`src/rtl/rand_range_sampler.sv`:
```
// Rejection sampler: masks a random byte to the next power-of-two range and keeps
// candidates below N, queueing accepted samples in a small registered-head FIFO.
module rand_range_sampler #(
    parameter int unsigned P_FIFO_DEPTH = 4
) (
    input  logic        clk,
    input  logic        rst_n,
    input  logic [7:0]  ru,
    input  logic [7:0]  range,
    input  logic        range_wr,
    output logic [7:0]  out_data,
    output logic        out_valid,
    input  logic        out_ready,
    output logic [15:0] rej_cnt
);

    localparam int unsigned AW = (P_FIFO_DEPTH > 1) ? $clog2(P_FIFO_DEPTH) : 1;
    localparam int unsigned CW = AW + 1;

    typedef enum logic [1:0] {IDLE, CFG, RUN} state_t;

    state_t          state_q;
    state_t          state_d;
    logic [7:0]      n_q;
    logic [7:0]      mask_q;
    logic [7:0]      mem_q [P_FIFO_DEPTH];
    logic [AW-1:0]   wptr_q;
    logic [AW-1:0]   rptr_q;
    logic [CW-1:0]   count_q;

    logic            cfg_en_c;
    logic            run_en_c;
    logic [7:0]      nm1_c;
    logic [7:0]      smear1_c;
    logic [7:0]      smear2_c;
    logic [7:0]      mask_c;
    logic [7:0]      cand_c;
    logic            accept_c;
    logic            full_c;
    logic            pop_c;
    logic            push_c;
    logic            reject_c;
    logic [CW-1:0]   count_next_c;
    logic [AW-1:0]   rptr_next_c;
    logic [7:0]      head_c;

    // State register
    always_ff @(posedge clk) begin
        if (!rst_n) state_q <= IDLE;
        else        state_q <= state_d;
    end

    // Next state: a range write restarts configuration from any state
    always_comb begin
        state_d = state_q;
        if (range_wr) begin
            state_d = CFG;
        end else begin
            case (state_q)
                CFG:     state_d = RUN;
                default: state_d = state_q;
            endcase
        end
    end

    // State-decoded enables; a pending flush suppresses both
    always_comb begin
        cfg_en_c = 1'b0;
        run_en_c = 1'b0;
        if (!range_wr) begin
            cfg_en_c = (state_q == CFG);
            run_en_c = (state_q == RUN);
        end
    end

    // Mask = N-1 with all lower bits filled; N=0 encodes 256 so N-1 wraps to 0xFF
    always_comb begin
        nm1_c    = n_q - 8'd1;
        smear1_c = nm1_c | (nm1_c >> 1);
        smear2_c = smear1_c | (smear1_c >> 2);
        mask_c   = smear2_c | (smear2_c >> 4);
    end

    always_comb begin
        cand_c       = ru & mask_q;
        accept_c     = (n_q == 8'd0) || (cand_c < n_q);
        full_c       = (count_q == CW'(P_FIFO_DEPTH));
        pop_c        = out_valid && out_ready;
        push_c       = run_en_c && accept_c && (!full_c || pop_c);
        reject_c     = run_en_c && !accept_c;
        count_next_c = count_q + CW'(push_c) - CW'(pop_c);
        rptr_next_c  = rptr_q + AW'(pop_c);
        // Next head: bypass the fresh candidate when nothing older survives the pop
        if (count_next_c == '0)             head_c = 8'h00;
        else if (count_q == CW'(pop_c))     head_c = cand_c;
        else                                head_c = mem_q[rptr_next_c];
    end

    always_ff @(posedge clk) begin
        if (push_c) mem_q[wptr_q] <= cand_c;
    end

    always_ff @(posedge clk) begin
        if (!rst_n) begin
            n_q       <= 8'h00;
            mask_q    <= 8'h00;
            wptr_q    <= '0;
            rptr_q    <= '0;
            count_q   <= '0;
            out_valid <= 1'b0;
            out_data  <= 8'h00;
            rej_cnt   <= 16'h0000;
        end else if (range_wr) begin
            n_q       <= range;
            wptr_q    <= '0;
            rptr_q    <= '0;
            count_q   <= '0;
            out_valid <= 1'b0;
            out_data  <= 8'h00;
            rej_cnt   <= 16'h0000;
        end else begin
            if (cfg_en_c) mask_q <= mask_c;
            if (push_c)   wptr_q <= wptr_q + AW'(1);
            rptr_q    <= rptr_next_c;
            count_q   <= count_next_c;
            out_valid <= (count_next_c != '0);
            out_data  <= head_c;
            if (reject_c && (rej_cnt != 16'hFFFF)) rej_cnt <= rej_cnt + 16'd1;
        end
    end

endmodule
```
`config.mk`:
```
export PLATFORM = sky130hd
export DESIGN_NAME = rand_range_sampler
export DESIGN_NICKNAME = d
export VERILOG_FILES = /design/src/rtl/rand_range_sampler.sv
export SDC_FILE = /design/constraint.sdc
export NUM_CORES = 1
export LEC_CHECK = 0
export BUFFER_PORTS_ARGS = -buffer_cell sky130_fd_sc_hd__buf_2
export CORE_UTILIZATION = 33
export CTS_BUF_LIST = sky130_fd_sc_hd__clkbuf_8
export CTS_CLUSTER_DIAMETER = 80
export DETAILED_ROUTE_END_ITERATION = 10
export HOLD_SLACK_MARGIN = 0.08
export SLEW_MARGIN = 20
export SYNTH_ARGS = -nofsm -noshare
export SYNTH_HDL_FRONTEND = slang
export SYNTH_SLANG_ARGS = --single-unit
```
`constraint.sdc`:
```
create_clock -name clk -period 4.5 [get_ports clk]
set_input_delay 0.9 -clock clk [delete_from_list [all_inputs] [get_ports clk]]
set_output_delay 0.9 -clock clk [all_outputs]
set_load 0.1 [all_outputs]
```
=== After elaboration in Yosys (flattened, before gate mapping) ===
Memories as Yosys holds them, arrays and structs flattened.
Cells that the tools add are included.

* Bits in registers: 50
* Memory bits (writable): 32
* Output and inout bits: 25
* Word-level logic and storage cells: 52
* Memories: 1

* $add $sub $neg: 6
* $lt $le $gt $ge: 1
* Eq/ne operators: 5
* Multiplexer cells: 7
* Bitwise gates (word level): 6
* Reductions and logical operators: 16

{| class="wikitable"
|+ Memory list
! memory !! words !! bits a word !! rd ports !! clocked after Yosys merged registers in !! wr ports !! line !! text
|-
| mem_q || 4 || 8 || 1 || 0 || 1 || 26 || <nowiki>logic [7:0] mem_q [P_FIFO_DEPTH];</nowiki>
|}

{| class="wikitable"
|+ Operator list
! kind !! count
|-
| 16-bit by 1-bit adder with 16-bit output, second input constant || 1
|-
| 16-bit inequality test, second input constant || 1
|-
| 8-bit bitwise AND || 1
|-
| 8-bit logical NOT || 1
|-
| 8-bit less-than comparator || 1
|-
| 8-bit 2-to-1 mux || 1
|-
| 8-bit by 4-bit OR with 8-bit output || 1
|-
| 8-bit by 6-bit OR with 8-bit output || 1
|-
| 8-bit by 7-bit OR with 8-bit output || 1
|-
| 8-bit by 1-bit subtractor with 8-bit output, second input constant || 1
|-
| 1-bit 2-to-1 mux || 6
|-
| 1-bit logical AND || 5
|-
| 3-bit by 1-bit adder with 3-bit output || 1
|-
| 3-bit by 1-bit == test with 1-bit output || 1
|-
| 3-bit == test, second input constant || 1
|-
| 3-bit logical NOT || 1
|-
| 3-bit nonzero test || 1
|-
| 3-bit OR reduction || 1
|-
| 3-bit by 1-bit subtractor with 3-bit output || 1
|-
| 2-bit by 1-bit adder with 2-bit output || 1
|-
| 2-bit by 1-bit adder with 2-bit output, second input constant || 1
|-
| 2-bit by 1-bit == test with 1-bit output, second input constant || 1
|-
| 2-bit == test, second input constant || 1
|-
| 1-bit logical NOT || 2
|-
| other kinds (5) || 7
|}

=== Logic depth before layout (Yosys ltp) ===
* Depth after elaboration: 9
* Mapped depth: 18

=== Worst setup path after synthesis ===
OpenSTA, ideal clock, no wires.

* Kind: input to register
* Start: input ru[1]
* End: register out_data[0]
* Setup time: 123 ps
* Arrival time: 3,629 ps
* Setup slack: 748 ps
* Cell stages on the path: 17
* Path buffers: 1
* Cells stage by stage: and2_1 ha_1 o211a_1 o31a_1 o211ai_1 and3_1 clkbuf_1 nand3_1 o21ai_0 ha_1 inv_1 fa_1 xor2_1 xnor2_1 nand3b_1 nand2_1 nor2_1

* Longest elaborated chain between the ends: 9

{| class="wikitable"
|+ Ends and longest elaborated chain
! what !! line !! text
|-
| start, declared || 8 || <nowiki>input logic [7:0] ru,</nowiki>
|-
| 8-bit bitwise AND || 85 || <nowiki>cand_c = ru & mask_q;</nowiki>
|-
| 8-bit less-than comparator || 86 || <nowiki>accept_c = (n_q == 8'd0) || (cand_c < n_q);</nowiki>
|-
| 1-bit logical OR || 86 ||
|-
| 1-bit logical AND (2 in a row) || 89 || <nowiki>push_c = run_en_c && accept_c && (!full_c || pop_c);</nowiki>
|-
| 3-bit by 1-bit adder with 3-bit output || 91 || <nowiki>count_next_c = count_q + CW'(push_c) - CW'(pop_c);</nowiki>
|-
| 3-bit by 1-bit subtractor with 3-bit output || 91 ||
|-
| 3-bit logical NOT || 94 || <nowiki>if (count_next_c == '0) head_c = 8'h00;</nowiki>
|-
| 3-bit OR reduction (no source line) || n/a ||
|-
| end signal, assigned || 111 || <nowiki>out_data <= 8'h00;</nowiki>
|-
| end signal, assigned || 119 || <nowiki>out_data <= 8'h00;</nowiki>
|-
| end signal, assigned || 127 || <nowiki>out_data <= head_c;</nowiki>
|-
| end, declared || 11 || <nowiki>output logic [7:0] out_data,</nowiki>
|}

No other way between the ends.
A chain may end at the register's enable or synchronous reset.

=== Worst setup path after layout ===
* Start: input ru[1]
* End: register out_data[5]

* Longest elaborated chain between the ends: 9

{| class="wikitable"
|+ Ends and longest elaborated chain
! what !! line !! text
|-
| 8-bit bitwise AND || 85 ||
|-
| net cand_c[1] || 37 || <nowiki>logic [7:0] cand_c;</nowiki>
|-
| 8-bit less-than comparator || 86 ||
|-
| 1-bit logical OR || 86 ||
|-
| 1-bit logical AND (2 in a row) || 89 ||
|-
| 3-bit by 1-bit adder with 3-bit output || 91 ||
|-
| 3-bit by 1-bit subtractor with 3-bit output || 91 ||
|-
| 3-bit logical NOT || 94 ||
|-
| 3-bit OR reduction (no source line) || n/a ||
|}

The timed path passes the listed nets, and every way through them passes these cells.

==> impl_metrics.json <==
{
  "cp_common_cell": "ha_1",
  "drv_slew": 0,
  "final_cell_area_mm2": 0.00435,
  "cts_root_buf": "clkbuf_8",
  "grt_pass1_wl_um": 11900,
  "finalCriticalPeriod_ns": 3.72,
  "synthDistinctLibCells": 50,
  "synth_compound_area_share_pct": 9.74,
  "crit_cells": 17,
  "switching_power_w": 0.000359,
  "cts_inserted_buffers": 9,
  "power_density_mw_per_mm2": 332,
  "hold_depth": 1,
  "cp.arrival_ns": 3.96,
  "finalSetupViolCount": 0,
  "slew_headroom_pct": 28.5,
  "row_count": 38,
  "syn_to_final_growth_pct": 13.8,
  "end_kind": "flop",
  "clock.fmax_ghz": 0.269,
  "synth_top_family_by_area": "simple AND/OR/NAND/NOR gates",
  "viasPerCell": 4.95,
  "drt_iter0_markers": 169,
  "nNetsFinal": 418,
  "grtUsageTotal_pct": 13.4,
  "yosys.area_share.simple_pct": 17.9,
  "rsz0062_at_grt": "false",
  "start_util_pct": 34.5,
  "hold_buffers": 0,
  "post_cts_resized": 0,
  "max_cap_violations": 0,
  "die_area_mm2": 0.0120,
  "dp_hpwl_um": 5340,
  "ys_seq_area_share_pct": 51.3,
  "nFillCells": 1100,
  "async_flop_share_pct": 0,
  "worstSetupPathType": "input port to flop",
  "firstDrtPassIters": 4,
  "avgSynthCellArea_um2": 11.4,
  "synth_ff_type": "dfxtp_1",
  "synthMuxAreaShare_pct": 8.89,
  "crit_slowest_cell": "fa_1",
  "finalHoldViolCount": 0,
  "outcome": "complete, no violations",
  "clock_sinks": 82,
  "layout-drive-gt1-share_pct": 19.7,
  "die_w_um": 110,
  "tightestPinTransition_ns": 1.06,
  "cts_setup_buffers": 0,
  "ys_ff_latch": 82,
  "synth_xor_area_share_pct": 3.20,
  "synth_fa_ha_area_share_pct": 5.76,
  "clk_pin_slew_ns": 0.09,
  "antenna_cells": 0,
  "gp_congestion": 0.781,
  "cpPeakStageDelay_ns": 0.37,
  "path_max_fanout": 9,
  "mostFrequentLayoutCells": "dfxtp_1, buf_2, edfxtp_1, nor2_1, a21oi_1",
  "drc_errors": 0,
  "synth_edf_count": 32,
  "clkLatencyLatePin_ns": 0.36,
  "cts_tree": "built",
  "routedWlPerCell_um": 14.2,
  "clockPowerShare_pct": 38.0,
  "synthCells": 337,
  "antenna_found_initial": 0,
  "grt_pass1_vias": 2369,
  "combPwrFrac_pct": 7.5,
  "grt_remaining_overflow": 0,
  "ant_nets": 0,
  "wirelength_um": 7450,
  "switching_share_pct": 24.9,
  "r2r_cells": 16,
  "cts_buffer_depth": 2,
  "p_int_w": 0.00109,
  "ys_warn_count": 0,
  "coreArea_mm2": 0.0111,
  "p_leak_nw": 1.67,
  "crit_chain": "buf_2, and2_1, ha_1, o211a_1, o31a_1, o211ai_1, and3_1, nand3_1, o21ai_0, ha_1, inv_1, fa_1, xor2_1, xnor2_1, nand3b_1, nand2_1, nor2_1",
  "place_area_mm2": 0.00415,
  "layout_commonest_cell": "dfxtp_1",
  "required_ns": 4.74,
  "grt_max_degree": 22,
  "peakVddDrop_v": 0.000116,
  "route.vias.total": 2603,
  "fin_crit_sh_pct": 82.6,
  "io_pins": 45,
  "cts-htree-levels": 3,
  "crit_buf_inv": 2,
  "skew_ns": 0.0131,
  "syn_area_mm2": 0.00383,
  "setup_tns_ns": 0,
  "portBuffers": 44,
  "synth_nets": 374,
  "die_y_um": 110,
  "seq_power_share_pct": 54.5,
  "hp-class": "flop to flop",
  "cp_top_family": "simple AND/OR/NAND/NOR gates",
  "cp-start-kind": "input port"
}
-- synth_stat cells, types with 10 or more instances --
cell type | instances | area [um^2]
nor2_1 | 27 | 101
nand3_1 | 16 | 80.1
inv_1 | 15 | 56.3
mux2i_1 | 16 | 160
o21ai_0 | 15 | 75.1
dfxtp_1 | 50 | 1000
ha_1 | 16 | 200
and2_1 | 11 | 68.8
a21oi_1 | 18 | 90.1
xnor2_1 | 12 | 105
nand2_1 | 14 | 52.6
edfxtp_1 | 32 | 961
nor2b_1 | 10 | 62.6
-- area by class of cell --
cell class                      instances  area (um^2)  area share [%]
Clock inverter                          7         76.3            1.75
Timing Repair Buffer                   44          220            5.06
Inverter                               15         56.3            1.29
Sequential cell                        82         1960            45.1
Multi-Input combinational cell        229         1740            40.0
Clock buffer                            9          124            2.85
Tap cell                              140          175            4.02
-- routing by layer --
| layer | vias to the layer above | track usage (%) | routed length (um) |
|---|---|---|---|
| met2 | 49 | 20.6 | 3450 |
| met1 | 1228 | 17.8 | 3640 |
| met4 | 0 | 5.43 | 76 |
| met3 | 5 | 3.91 | 286 |
| li1 | 1321 | - | - |
| met5 | - | 0 | 0 |
-- cells by family (layout without fill, tap and decap cells) --
group	count (synthesis)	in the layout
XOR/XNOR	14	14
adder cells (fa/ha/maj)	17	17
multiplexers	24	24
AND/OR/NAND/NOR	117	117
buffers and inverters	26	75
flip-flops	82	82
AO/OA/AOI/OAI	57	57
-- worst reg2reg max path, stage by stage (launching register included) --
cell	delay, ns
dfxtp_1	0.51
inv_1	0.09
ha_1	0.32
o211a_1	0.13
o31a_1	0.14
o211ai_1	0.22
and3_1	0.33
nand3_1	0.10
o21ai_0	0.08
ha_1	0.16
inv_1	0.05
fa_1	0.37
xor2_1	0.16
xnor2_1	0.18
nand3b_1	0.09
nand2_1	0.27
nor2_1	0.10
-- flip-flops by register name, indices dropped and copies added, names as in the netlist --
| signal | flops |
|---|---|
| out_valid | 1 |
| wptr_q | 2 |
| state_q | 2 |
| rej_cnt | 16 |
| out_data | 8 |
| rptr_q | 2 |
| mem_q | 32 |
| n_q | 8 |
| mask_q | 8 |
| count_q | 3 |
-- power groups by stage --
| stage | Combinational, W | Sequential, W | Clock [W] |
|---|---|---|---|
| 2_1_floorplan | 0.0000814 | 0.000806 | 0 |
| 3_3_place_gp | 0.000107 | 0.000806 | 0 |
| 3_5_place_dp | 0.000109 | 0.000806 | 0 |
| 4_1_cts | 0.000110 | 0.000789 | 0.000563 |
| 5_1_grt | 0.000122 | 0.000790 | 0.000593 |
| 6_report | 0.000108 | 0.000788 | 0.000549 |
-- through the flow --
step	hold slack (ns)	power [W]	setup slack [ns]	util, %	cells
global placement	0.486	0.000912	0.492	37.5	510
global route	0.539	0.00150	0.452	39.3	526
CTS	0.509	0.00146	0.788	39.3	526
detailed placement	0.488	0.000915	0.398	37.5	510
finish	0.507	0.00145	0.782	39.3	526
floorplan	0.464	0.000887	0.748	-	337
-- path summary, 6_finish.rpt --
check                                       startpoint                      to  slack [ns]
worst max-delay path                             ru[1]  out_data[5]$_SDFF_PP0_        0.78
worst max register to register     n_q[3]$_SDFFE_PN0P_  out_data[5]$_SDFF_PP0_        1.10
worst min-delay path            mask_q[7]$_SDFFE_PN0P_  mask_q[7]$_SDFFE_PN0P_        0.51
worst min register to register  mask_q[7]$_SDFFE_PN0P_  mask_q[7]$_SDFFE_PN0P_        0.51
Note: power is estimated with default switching activity, not from simulation.
